==> src/rtl/htfab_asicle2.sv <==
// htfab_asicle2 -- single-player Wordle-style game engine ("asicle").
//
// Ports:
//   clk, rst_n   : system clock, asynchronous active-low reset
//   ena          : command enable; when low every command is ignored
//   ui_in[4:0]   : letter code (0=A .. 25=Z)
//   ui_in[5]     : command strobe (one command per rising edge)
//   ui_in[7:6]   : 00 letter, 01 backspace, 10 submit, 11 load-secret letter
//   uo_out       : scores of positions 0..3, 2 bits each, pos0 in [1:0]
//   uio_in       : unused
//   uio_out      : [1:0] pos4 score, [2] win, [3] lose, [6:4] guesses used, [7] busy
//   uio_oe       : all outputs enabled
// Score codes: 00 empty, 01 absent, 10 present elsewhere, 11 correct.
module htfab_asicle2 #(
  parameter logic [24:0] DEFAULT_SECRET = {5'd18, 5'd15, 5'd8, 5'd7, 5'd2},
  parameter int unsigned MAX_GUESSES    = 6
) (
  input  logic       clk,
  input  logic       rst_n,
  input  logic       ena,
  input  logic [7:0] ui_in,
  output logic [7:0] uo_out,
  input  logic [7:0] uio_in,
  output logic [7:0] uio_out,
  output logic [7:0] uio_oe
);

  localparam logic [2:0] S_IDLE  = 3'd0;
  localparam logic [2:0] S_GREEN = 3'd1;
  localparam logic [2:0] S_Y0    = 3'd2;
  localparam logic [2:0] S_Y4    = 3'd6;
  localparam logic [2:0] S_DONE  = 3'd7;

  localparam logic [2:0] MAX_G = 3'(MAX_GUESSES);

  logic [7:0] ui_s1_q, ui_s2_q;
  logic       stb_prev_q;
  logic [2:0] state_q;
  logic [4:0] buf_q [5];
  logic [4:0] sec_q [5];
  logic [2:0] len_q;
  logic [2:0] ptr_q;
  logic [1:0] sc_q  [5];
  logic [2:0] cnt_q [26];
  logic [2:0] cnt_d [26];
  logic [9:0] score_q;
  logic       win_q, lose_q;
  logic [2:0] count_q;

  logic       busy;
  logic       cmd_go;
  logic [1:0] cmd;
  logic [4:0] code;
  logic       code_ok;
  logic [4:0] green;
  logic [2:0] ypos;
  logic       unused_ok;

  assign unused_ok = ^uio_in;

  assign busy    = (state_q != S_IDLE);
  assign cmd     = ui_s2_q[7:6];
  assign code    = ui_s2_q[4:0];
  assign code_ok = (code <= 5'd25);
  assign cmd_go  = ui_s2_q[5] & ~stb_prev_q & ena & ~busy;
  assign ypos    = state_q - S_Y0;

  always_comb begin
    for (int unsigned j = 0; j < 5; j++) begin
      green[j] = (buf_q[j] == sec_q[j]);
    end
  end

  // Remaining secret-letter counts, excluding positions already matched exactly.
  always_comb begin
    for (int unsigned l = 0; l < 26; l++) begin
      cnt_d[l] = '0;
    end
    for (int unsigned j = 0; j < 5; j++) begin
      if (!green[j]) begin
        cnt_d[sec_q[j]] = cnt_d[sec_q[j]] + 3'd1;
      end
    end
  end

  always_ff @(posedge clk or negedge rst_n) begin
    if (!rst_n) begin
      ui_s1_q    <= '0;
      ui_s2_q    <= '0;
      stb_prev_q <= 1'b0;
      state_q    <= S_IDLE;
      len_q      <= '0;
      ptr_q      <= '0;
      score_q    <= '0;
      win_q      <= 1'b0;
      lose_q     <= 1'b0;
      count_q    <= '0;
      for (int unsigned j = 0; j < 5; j++) begin
        buf_q[j] <= '0;
        sec_q[j] <= DEFAULT_SECRET[j*5 +: 5];
        sc_q[j]  <= '0;
      end
      for (int unsigned l = 0; l < 26; l++) begin
        cnt_q[l] <= '0;
      end
    end else begin
      ui_s1_q    <= ui_in;
      ui_s2_q    <= ui_s1_q;
      stb_prev_q <= ui_s2_q[5];

      case (state_q)
        S_IDLE: begin
          if (cmd_go) begin
            case (cmd)
              2'b00: begin
                if (code_ok && len_q < 3'd5 && !win_q && !lose_q) begin
                  buf_q[len_q] <= code;
                  len_q        <= len_q + 3'd1;
                end
              end
              2'b01: begin
                if (len_q != 3'd0) len_q <= len_q - 3'd1;
              end
              2'b10: begin
                if (len_q == 3'd5 && !win_q && !lose_q) state_q <= S_GREEN;
              end
              default: begin
                if (code_ok) begin
                  sec_q[ptr_q] <= code;
                  ptr_q        <= (ptr_q == 3'd4) ? 3'd0 : ptr_q + 3'd1;
                  score_q      <= '0;
                  win_q        <= 1'b0;
                  lose_q       <= 1'b0;
                  count_q      <= '0;
                  len_q        <= '0;
                end
              end
            endcase
          end
        end
        S_GREEN: begin
          for (int unsigned j = 0; j < 5; j++) begin
            sc_q[j] <= green[j] ? 2'b11 : 2'b00;
          end
          for (int unsigned l = 0; l < 26; l++) begin
            cnt_q[l] <= cnt_d[l];
          end
          state_q <= S_Y0;
        end
        S_DONE: begin
          score_q <= {sc_q[4], sc_q[3], sc_q[2], sc_q[1], sc_q[0]};
          count_q <= count_q + 3'd1;
          win_q   <= &green;
          lose_q  <= ~(&green) && (count_q + 3'd1 == MAX_G);
          len_q   <= '0;
          state_q <= S_IDLE;
        end
        default: begin
          // Y0..Y4: left-to-right so duplicates only consume unmatched secret letters.
          if (sc_q[ypos] != 2'b11) begin
            if (cnt_q[buf_q[ypos]] != 3'd0) begin
              sc_q[ypos]          <= 2'b10;
              cnt_q[buf_q[ypos]]  <= cnt_q[buf_q[ypos]] - 3'd1;
            end else begin
              sc_q[ypos] <= 2'b01;
            end
          end
          state_q <= (state_q == S_Y4) ? S_DONE : state_q + 3'd1;
        end
      endcase
    end
  end

  assign uo_out  = score_q[7:0];
  assign uio_out = {busy, count_q, lose_q, win_q, score_q[9:8]};
  assign uio_oe  = 8'hFF;

endmodule

==> config.mk <==
export PLATFORM = sky130hd
export DESIGN_NAME = htfab_asicle2
export DESIGN_NICKNAME = d
export VERILOG_FILES = /design/src/rtl/htfab_asicle2.sv
export SDC_FILE = /design/constraint.sdc
export NUM_CORES = 1
export LEC_CHECK = 0
export ABC_AREA = 1
export BUFFER_PORTS_ARGS = -buffer_cell sky130_fd_sc_hd__clkbuf_2
export CORE_ASPECT_RATIO = 1.4
export CORE_MARGIN = 4
export CORE_UTILIZATION = 25
export DETAILED_ROUTE_END_ITERATION = 10
export PLACE_DENSITY = 0.42
export SYNTH_ARGS = -nofsm -noshare
export SYNTH_HDL_FRONTEND = slang
export SYNTH_SLANG_ARGS = --single-unit
==> constraint.sdc <==
create_clock -name clk -period 15.07 [get_ports clk]
set_input_delay 0.7535 -clock clk [delete_from_list [all_inputs] [get_ports clk]]
set_output_delay 0.7535 -clock clk [all_outputs]
set_load 0.1 [all_outputs]
==> flow_summary.yaml, run 1 <==
power:
  vdd_drop_max_uv: 173.1
  switching_share_pct: 59.62
  power_leakage_nw: 7.301
  combPwrFrac_pct: 64.0
  internal_power_w: 0.001398
  power_switching_w: 0.002064
  seqPwrFrac_pct: 22.4
  power.share.clock_pct: 13.6
  powerDensity_mw_per_mm2: 202.8
timing:
  setup_viol: 0
  finalHoldViolations: 0
  setup_slack_ps: 5458
  finClkSkew_ps: 19.47
  drv_slew: 0
  period_needed_ps: 9612
  setup-tns-final_ps: 0
  whs_ps: 212.1
  rsz0062_at_grt: "false"
  slew_headroom_pct: 26.29
  fmax_mhz: 104.0
  tightest_slew_ps: 1099
  post-route-period-util_pct: 63.79
synth:
  syn_area_mm2: 0.01565
  synth_warnings: 0
  synth_mux_area_share_pct: 0.07198
  synth_xor_area_share_pct: 0.7837
  synth_enable_flop_cells: 0
  synth-simple-area-share_pct: 34.54
  synthAdderAreaFrac_pct: 1.488
  synthCells: 2543
  synth-seq-cells: 179
  yosysTopAreaCellShare_pct: 26.87
  synth_cell_types: 59
  synth_ff_type: "dfrtp_1"
  synth_area_leaders: "dfrtp_1 (27%), nand2_1 (13%), nor2_1 (9.7%)"
  seq_area_frac_synth_pct: 28.72
  synth_top_family_by_area: "simple AND/OR/NAND/NOR gates"
  postSynth.asyncResetShare_pct: 100.0
  syn_avg_cell_area_um2: 6.152
  synth-compound-area-share_pct: 23.02
  synth_top_area_cell: "dfrtp_1"
drt:
  drt_iter0_markers: 1550
  num_vias: 17025
  ant_nets: 0
  dr.pass1.iters: 6
  wl_per_cell_um: 19.63
  routed_wl_mm: 65.80
  vias_per_cell: 5.078
  drc: 0
floorplan:
  rows: 108
  start_util_pct: 25.22
  die_width_um: 219.4
  pin_count: 43
  placeableCoreArea_mm2: 0.06202
  dieArea_mm2: 0.06670
  die_y_um: 304.0
clock_network:
  clock_sinks: 179
  cts_tree: "yes"
  post_cts_buffers: 0
  postCtsHoldBufs: 0
  cts_resized: 0
  cts_buffers: 17
  insertion_delay_ps: 470
  root_buffer: "clkbuf_16"
  htreeDepth: 4
  cts_buffer_depth: 2
  clk_pin_slew_ps: 80
layout:
  fillCellCount: 6998
  drive_gt1_share_pct: 5.261
  layout.cells.non_filler: 3353
  antenna_cells: 0
  areaGrowthSynthToFinish_pct: 9.133
  final_cell_mix: "nand2_1 (559), nor2_1 (403), inv_1 (312), o21ai_0 (242), nand3_1 (189)"
  final_common_cell: "nand2_1"
  fin_nets: 2552
placement:
  dp_hpwl_mm: 52.21
  place_ws_ps: 5540
  dp.cells: 3321
  gp_congestion: 0.9336
  io_buffer_count: 26
global_route:
  antenna_found_initial: 0
  overflow: 0
  use_met2_pct: 34.22
  grtUsageTotal_pct: 19.27
  first_global_vias: 16250
  grt_pass1_wl_mm: 99.42
  grt_max_degree: 77
  grt_busiest_layer: "met2"
  use_met1_pct: 23.07
  met3_usage_pct: 1.548
status:
  status: "complete, no violations"
critical_path:
  reg2reg_slack_ps: 5460
  cp_max_fo: 28
  crit_path_end_kind: "register"
  crit_top_cell: "nand2_1"
  critical_path.max_stage_delay_ps: 700
  slowest_stage: "nor2_2"
  worstPathArrival_ps: 9940
  cp.required_ps: 15400
  start_kind: "register"
  crit_type: "register to register"
run:
  cap_violations: 0
worst_hold_path:
  hold_path_class: "input port to async pin"
path summary, 6_finish.rpt:
| kind | from | end | cells after the start |
|---|---|---|---|
| worst max-delay path | sec_q[22] | cnt_q[71] | 44 |
| worst min-delay path | rst_n | score_q[5] | 1 |
| worst max register to register | sec_q[22] | cnt_q[71] | 44 |
| worst min register to register | ui_s1_q[5] | ui_s2_q[5] | 0 |
| max in group asynchronous | rst_n | buf_q[8] | 2 |
| min in group clk | ui_s1_q[5] | ui_s2_q[5] | 0 |
cells in the mapped netlist (23+ instances only):
library cell  count
nand2_1         560
nor2_1          403
inv_1           312
o21ai_0         242
nand3_1         189
dfrtp_1         168
a21oi_1         167
nand4_1          60
clkbuf_1         58
a22oi_1          39
o21bai_1         33
o22ai_1          31
a31oi_1          23
o21ai_1          23
logic make-up (layout without fill, tap and decap cells):
logic type | after synthesis | count (layout)
mux | 1 | 1
other cells | 1 | 8
buf+inv | 427 | 405
simple gates | 1276 | 1276
flops | 179 | 179
compound gates | 627 | 627
xor+xnor | 14 | 14
fa+ha+maj | 18 | 18
flip-flops by register name, summed over array words and instances (netlist names), named ones only:
register and flops:
score_q 10, count_q 3, stb_prev_q 1, win_q 1, ui_s1_q 8, state_q 3, ptr_q 3, sec_q 25
ui_s2_q 8, cnt_q 78, lose_q 1, len_q 3, buf_q 25
metrics by stage:
| step | area [µm²] | total power (W) | utilization [%] |
|---|---|---|---|
| global placement | 16450 | 0.002985 | 26.53 |
| CTS | 17070 | 0.003485 | 27.53 |
| finish | 17070 | 0.003462 | 27.53 |
| detailed placement | 16450 | 0.003004 | 26.53 |
| floorplan | 15670 | 0.002276 | - |
| global route | 17070 | 0.003718 | 27.53 |
power groups by stage:
| stage | logic, W | registers [W] | clock network, W |
|---|---|---|---|
| after floorplan | 0.00146 | 0.000817 | 0 |
| after global placement | 0.00220 | 0.000780 | 0 |
| after detailed placement | 0.00222 | 0.000782 | 0 |
| after CTS | 0.00222 | 0.000775 | 0.000486 |
| after global routing | 0.00242 | 0.000793 | 0.000502 |
| final | 0.00222 | 0.000774 | 0.000473 |
metal layers:
metal / part of all wire, % / up-vias / wire length [µm]
met4: 5.5 / 0 / 3625
met2: 51 / 560 / 33240
li1: - / 8352 / -
met1: 41 / 7966 / 26720
met3: 3.4 / 147 / 2226
met5: 0 / - / 0
area by class of cell:
type / count / area, µm² / area share, %
clock buffers: 18 / 429.2 / 2.514
clock inverters: 14 / 190.2 / 1.114
inverters: 327 / 1227 / 7.189
multi-input cells: 1944 / 9413 / 55.13
flip-flops and latches: 179 / 4493 / 26.32
well taps: 825 / 1032 / 6.046
repair buffers: 46 / 289.0 / 1.693
worst max-delay path: cells and delay by family, from the launching register on:
| family | cells | cell delay [ps] |
|---|---|---|
| AND/OR/NAND/NOR | 24 | 4050 |
| AO/OA/AOI/OAI | 11 | 3000 |
| flip-flops | 1 | 520 |
| buffers and inverters | 6 | 1070 |
| XOR/XNOR | 1 | 70 |
| adder cells (fa/ha/maj) | 2 | 730 |
Power figures use the tool's default switching activity.
==> inputs of run 2 (changes only) <==
--- a/config.mk
+++ b/config.mk
@@ -5,13 +5,13 @@
 export SDC_FILE = /design/constraint.sdc
 export NUM_CORES = 1
 export LEC_CHECK = 0
-export ABC_AREA = 1
+export ABC_AREA = 0
 export BUFFER_PORTS_ARGS = -buffer_cell sky130_fd_sc_hd__clkbuf_2
 export CORE_ASPECT_RATIO = 1.4
 export CORE_MARGIN = 4
 export CORE_UTILIZATION = 25
 export DETAILED_ROUTE_END_ITERATION = 10
-export PLACE_DENSITY = 0.42
+export PLACE_DENSITY = 0.43
 export SYNTH_ARGS = -nofsm -noshare
 export SYNTH_HDL_FRONTEND = slang
 export SYNTH_SLANG_ARGS = --single-unit
==> constraint.sdc (replaced) <==
create_clock -name clk -period 8.6 [get_ports clk]
set_input_delay 0.43 -clock clk [delete_from_list [all_inputs] [get_ports clk]]
set_output_delay 0.43 -clock clk [all_outputs]
set_load 0.1 [all_outputs]
==> run 2 against run 1 <==
Synthesized area grew 6.0%. Global-route usage grew 2.8 points. Via count grew 3.6%. Wire length grew 21%. Clock skew shrank 4.2 ps. Clock power grew 77%. Die area grew 5.8%. Final area grew 10%. First-iteration DRC count grew 15%. Critical endpoint is now cnt_q[35]. Highest routed layer unchanged.
==> flow_summary.yaml, run 2 <==
status:
  status: "complete, no violations"
synth:
  synth_warnings: 0
  postSynth.asyncResetShare_pct: 100.0
  seq_area_frac_synth_pct: 27.10
  synth_common_cells: "nand2_1 (277), nor2_1 (213), a21oi_1 (192), dfrtp_1 (168), o21ai_0 (122)"
  syn_avg_cell_area_um2: 7.849
  synth_top_area_cell: "dfrtp_1"
  synth_area_leaders: "dfrtp_1 (25%), nand2_1 (6.3%), a21oi_1 (5.8%)"
  yosysTopAreaCellShare_pct: 25.36
  syn_area_mm2: 0.01658
  synth_enable_flop_cells: 0
  synthCells: 2112
  synth_cell_types: 103
  synth_ff_type: "dfrtp_1"
  synth-seq-cells: 179
  yosysMostFrequentCell: "nand2_1"
drt:
  drt_iter0_markers: 1788
  routed_wl_mm: 79.65
  vias_per_cell: 5.888
  num_vias: 17640
  wl_per_cell_um: 26.58
  ant_nets: 0
  dr.pass1.iters: 7
  drc: 0
critical_path:
  crit_type: "register to register"
  start_kind: "register"
  crit_path_end_kind: "register"
  cp.required_ps: 8910
  cp_max_fo: 12
  critical_path.max_stage_delay_ps: 640
  slowest_stage: "dfrtp_1"
  worstPathArrival_ps: 8410
timing:
  finClkSkew_ps: 15.24
  tightest_slew_ps: 1167
  setup_slack_ps: 496.3
  drv_slew: 0
  period_needed_ps: 8104
  fmax_mhz: 123.4
  setup_viol: 0
  whs_ps: 55.08
  post-route-period-util_pct: 94.23
  setup-tns-final_ps: 0
  finalHoldViolations: 0
  rsz0062_at_grt: "false"
  slew_headroom_pct: 22.19
power:
  power.share.clock_pct: 16.9
  combPwrFrac_pct: 56.5
  switching_share_pct: 52.20
  power_switching_w: 0.002596
  seqPwrFrac_pct: 26.7
  vdd_drop_max_uv: 159.4
  power_leakage_nw: 7.148
  internal_power_w: 0.002376
  powerDensity_mw_per_mm2: 264.2
clock_network:
  insertion_delay_ps: 470
  cts_buffers: 17
  clock_sinks: 179
  cts_buffer_depth: 2
  cts_tree: "yes"
  clk_pin_slew_ps: 80
  postCtsHoldBufs: 0
  root_buffer: "clkbuf_16"
  htreeDepth: 4
worst_hold_path:
  hold_path_class: "input port to async pin"
layout:
  largest_register_ffs: 78
  multi_input_area_mm2: 0.01139
  fillCellCount: 7127
  drive_gt1_share_pct: 15.77
  final-seq-area_mm2: 0.004493
  final_cell_mix: "nand2_1 (276), nor2_1 (212), a21oi_1 (189), dfrtp_1 (168), buf_4 (123)"
  antenna_cells: 0
  final_common_cell: "nand2_1"
  areaGrowthSynthToFinish_pct: 13.51
  fin_nets: 2173
  reg_top3: "cnt_q (78), buf_q (25), sec_q (25)"
  regMostFlops: "cnt_q"
  layout.cells.non_filler: 2996
floorplan:
  die_width_um: 225.6
  dieArea_mm2: 0.07055
  placeableCoreArea_mm2: 0.06555
  die_y_um: 312.7
  start_util_pct: 25.29
  rows: 111
  pin_count: 43
global_route:
  antenna_found_initial: 0
  first_global_vias: 17312
  grtUsageTotal_pct: 22.02
  grt_max_degree: 123
  overflow: 0
  grt_pass1_wl_mm: 117.0
placement:
  dp_hpwl_mm: 63.43
  io_buffer_count: 26
  dp.cells: 2964
  gp_congestion: 1.016
  place_ws_ps: 621.6
run:
  cap_violations: 0
## run 2: path summary, 6_finish.rpt
path                               to  cells after the start        from  slack (ps)
min in group clk           ui_s1_q[6]                      1    ui_in[6]          60
min                        ui_s1_q[1]                      1       rst_n          60
max                         cnt_q[35]                     29   sec_q[19]         500
min reg2reg                ui_s2_q[2]                      0  ui_s1_q[2]         350
max in group asynchronous   cnt_q[40]                      2       rst_n        7000
max reg2reg                 cnt_q[35]                     29   sec_q[19]         500
## run 2: cells by family (layout without fill, tap and decap cells)
group                    Yosys count  after routing  synth area share (%)
AO/OA/AOI/OAI                    712            712                 29.69
XOR/XNOR                          58             58                 3.993
adder cells (fa/ha/maj)           18             18                 1.404
buffers and inverters            185            215                 4.763
flip-flops                       179            179                 27.10
multiplexers                     137            137                 9.669
other                              1              8               0.02262
AND/OR/NAND/NOR                  822            822                 23.35
## run 2: stage by stage
| stage | instance area, µm² | utilization [%] | power, W |
|---|---|---|---|
| 2_1_floorplan | 16600 | - | 0.003086 |
| 3_5_place_dp | 18170 | 27.72 | 0.004115 |
| 3_3_place_gp | 18170 | 27.72 | 0.004092 |
| 4_1_cts | 18810 | 28.69 | 0.004970 |
| 6_report | 18820 | 28.70 | 0.004972 |
| 5_1_grt | 18820 | 28.70 | 0.005251 |
## run 2: worst max-delay path, delay by kind of cell (launching register included)
kind,cells,cell delay (ps)
AOI/OAI and AO/OA,12,3140
adders and majority gates,2,600
muxes,1,300
xor gates and xnor gates,2,380
buffers and inverters,3,560
and+or+nand+nor,9,2300
DFF,1,640
## run 2: area by class of cell
type / count / share of cell area [%]
Multi-Input combinational cell: 1755 / 60.54
Clock buffer: 17 / 2.261
Timing Repair Buffer: 152 / 5.965
Clock inverter: 15 / 1.110
Tap cell: 847 / 5.632
Inverter: 31 / 0.6184
Sequential cell: 179 / 23.88
## run 2: power by group through the flow
stage	clock network, W	logic [W]	registers [W]
after global routing	0.000889	0.00300	0.00136
after CTS	0.000860	0.00278	0.00133
final	0.000838	0.00281	0.00133
after floorplan	0	0.00171	0.00138
after detailed placement	0	0.00277	0.00134
after global placement	0	0.00275	0.00134
## run 2: what timing repair did
item / CTS / global route
setup buffers: 0 / 0
hold endpoints to repair: 0 / 0
gates resized for setup: 0 / 1
endpoints found under the setup margin: 0 / 2
## run 2: routing by layer
| metal | vias up | GRT usage (%) | part of all wire (%) |
|---|---|---|---|
| met5 | - | 0 | 0 |
| met4 | 0 | 15.40 | 8.6 |
| met3 | 296 | 2.192 | 5.0 |
| met2 | 881 | 38.11 | 49 |
| met1 | 8487 | 25.30 | 37 |
| li1 | 7976 | - | - |
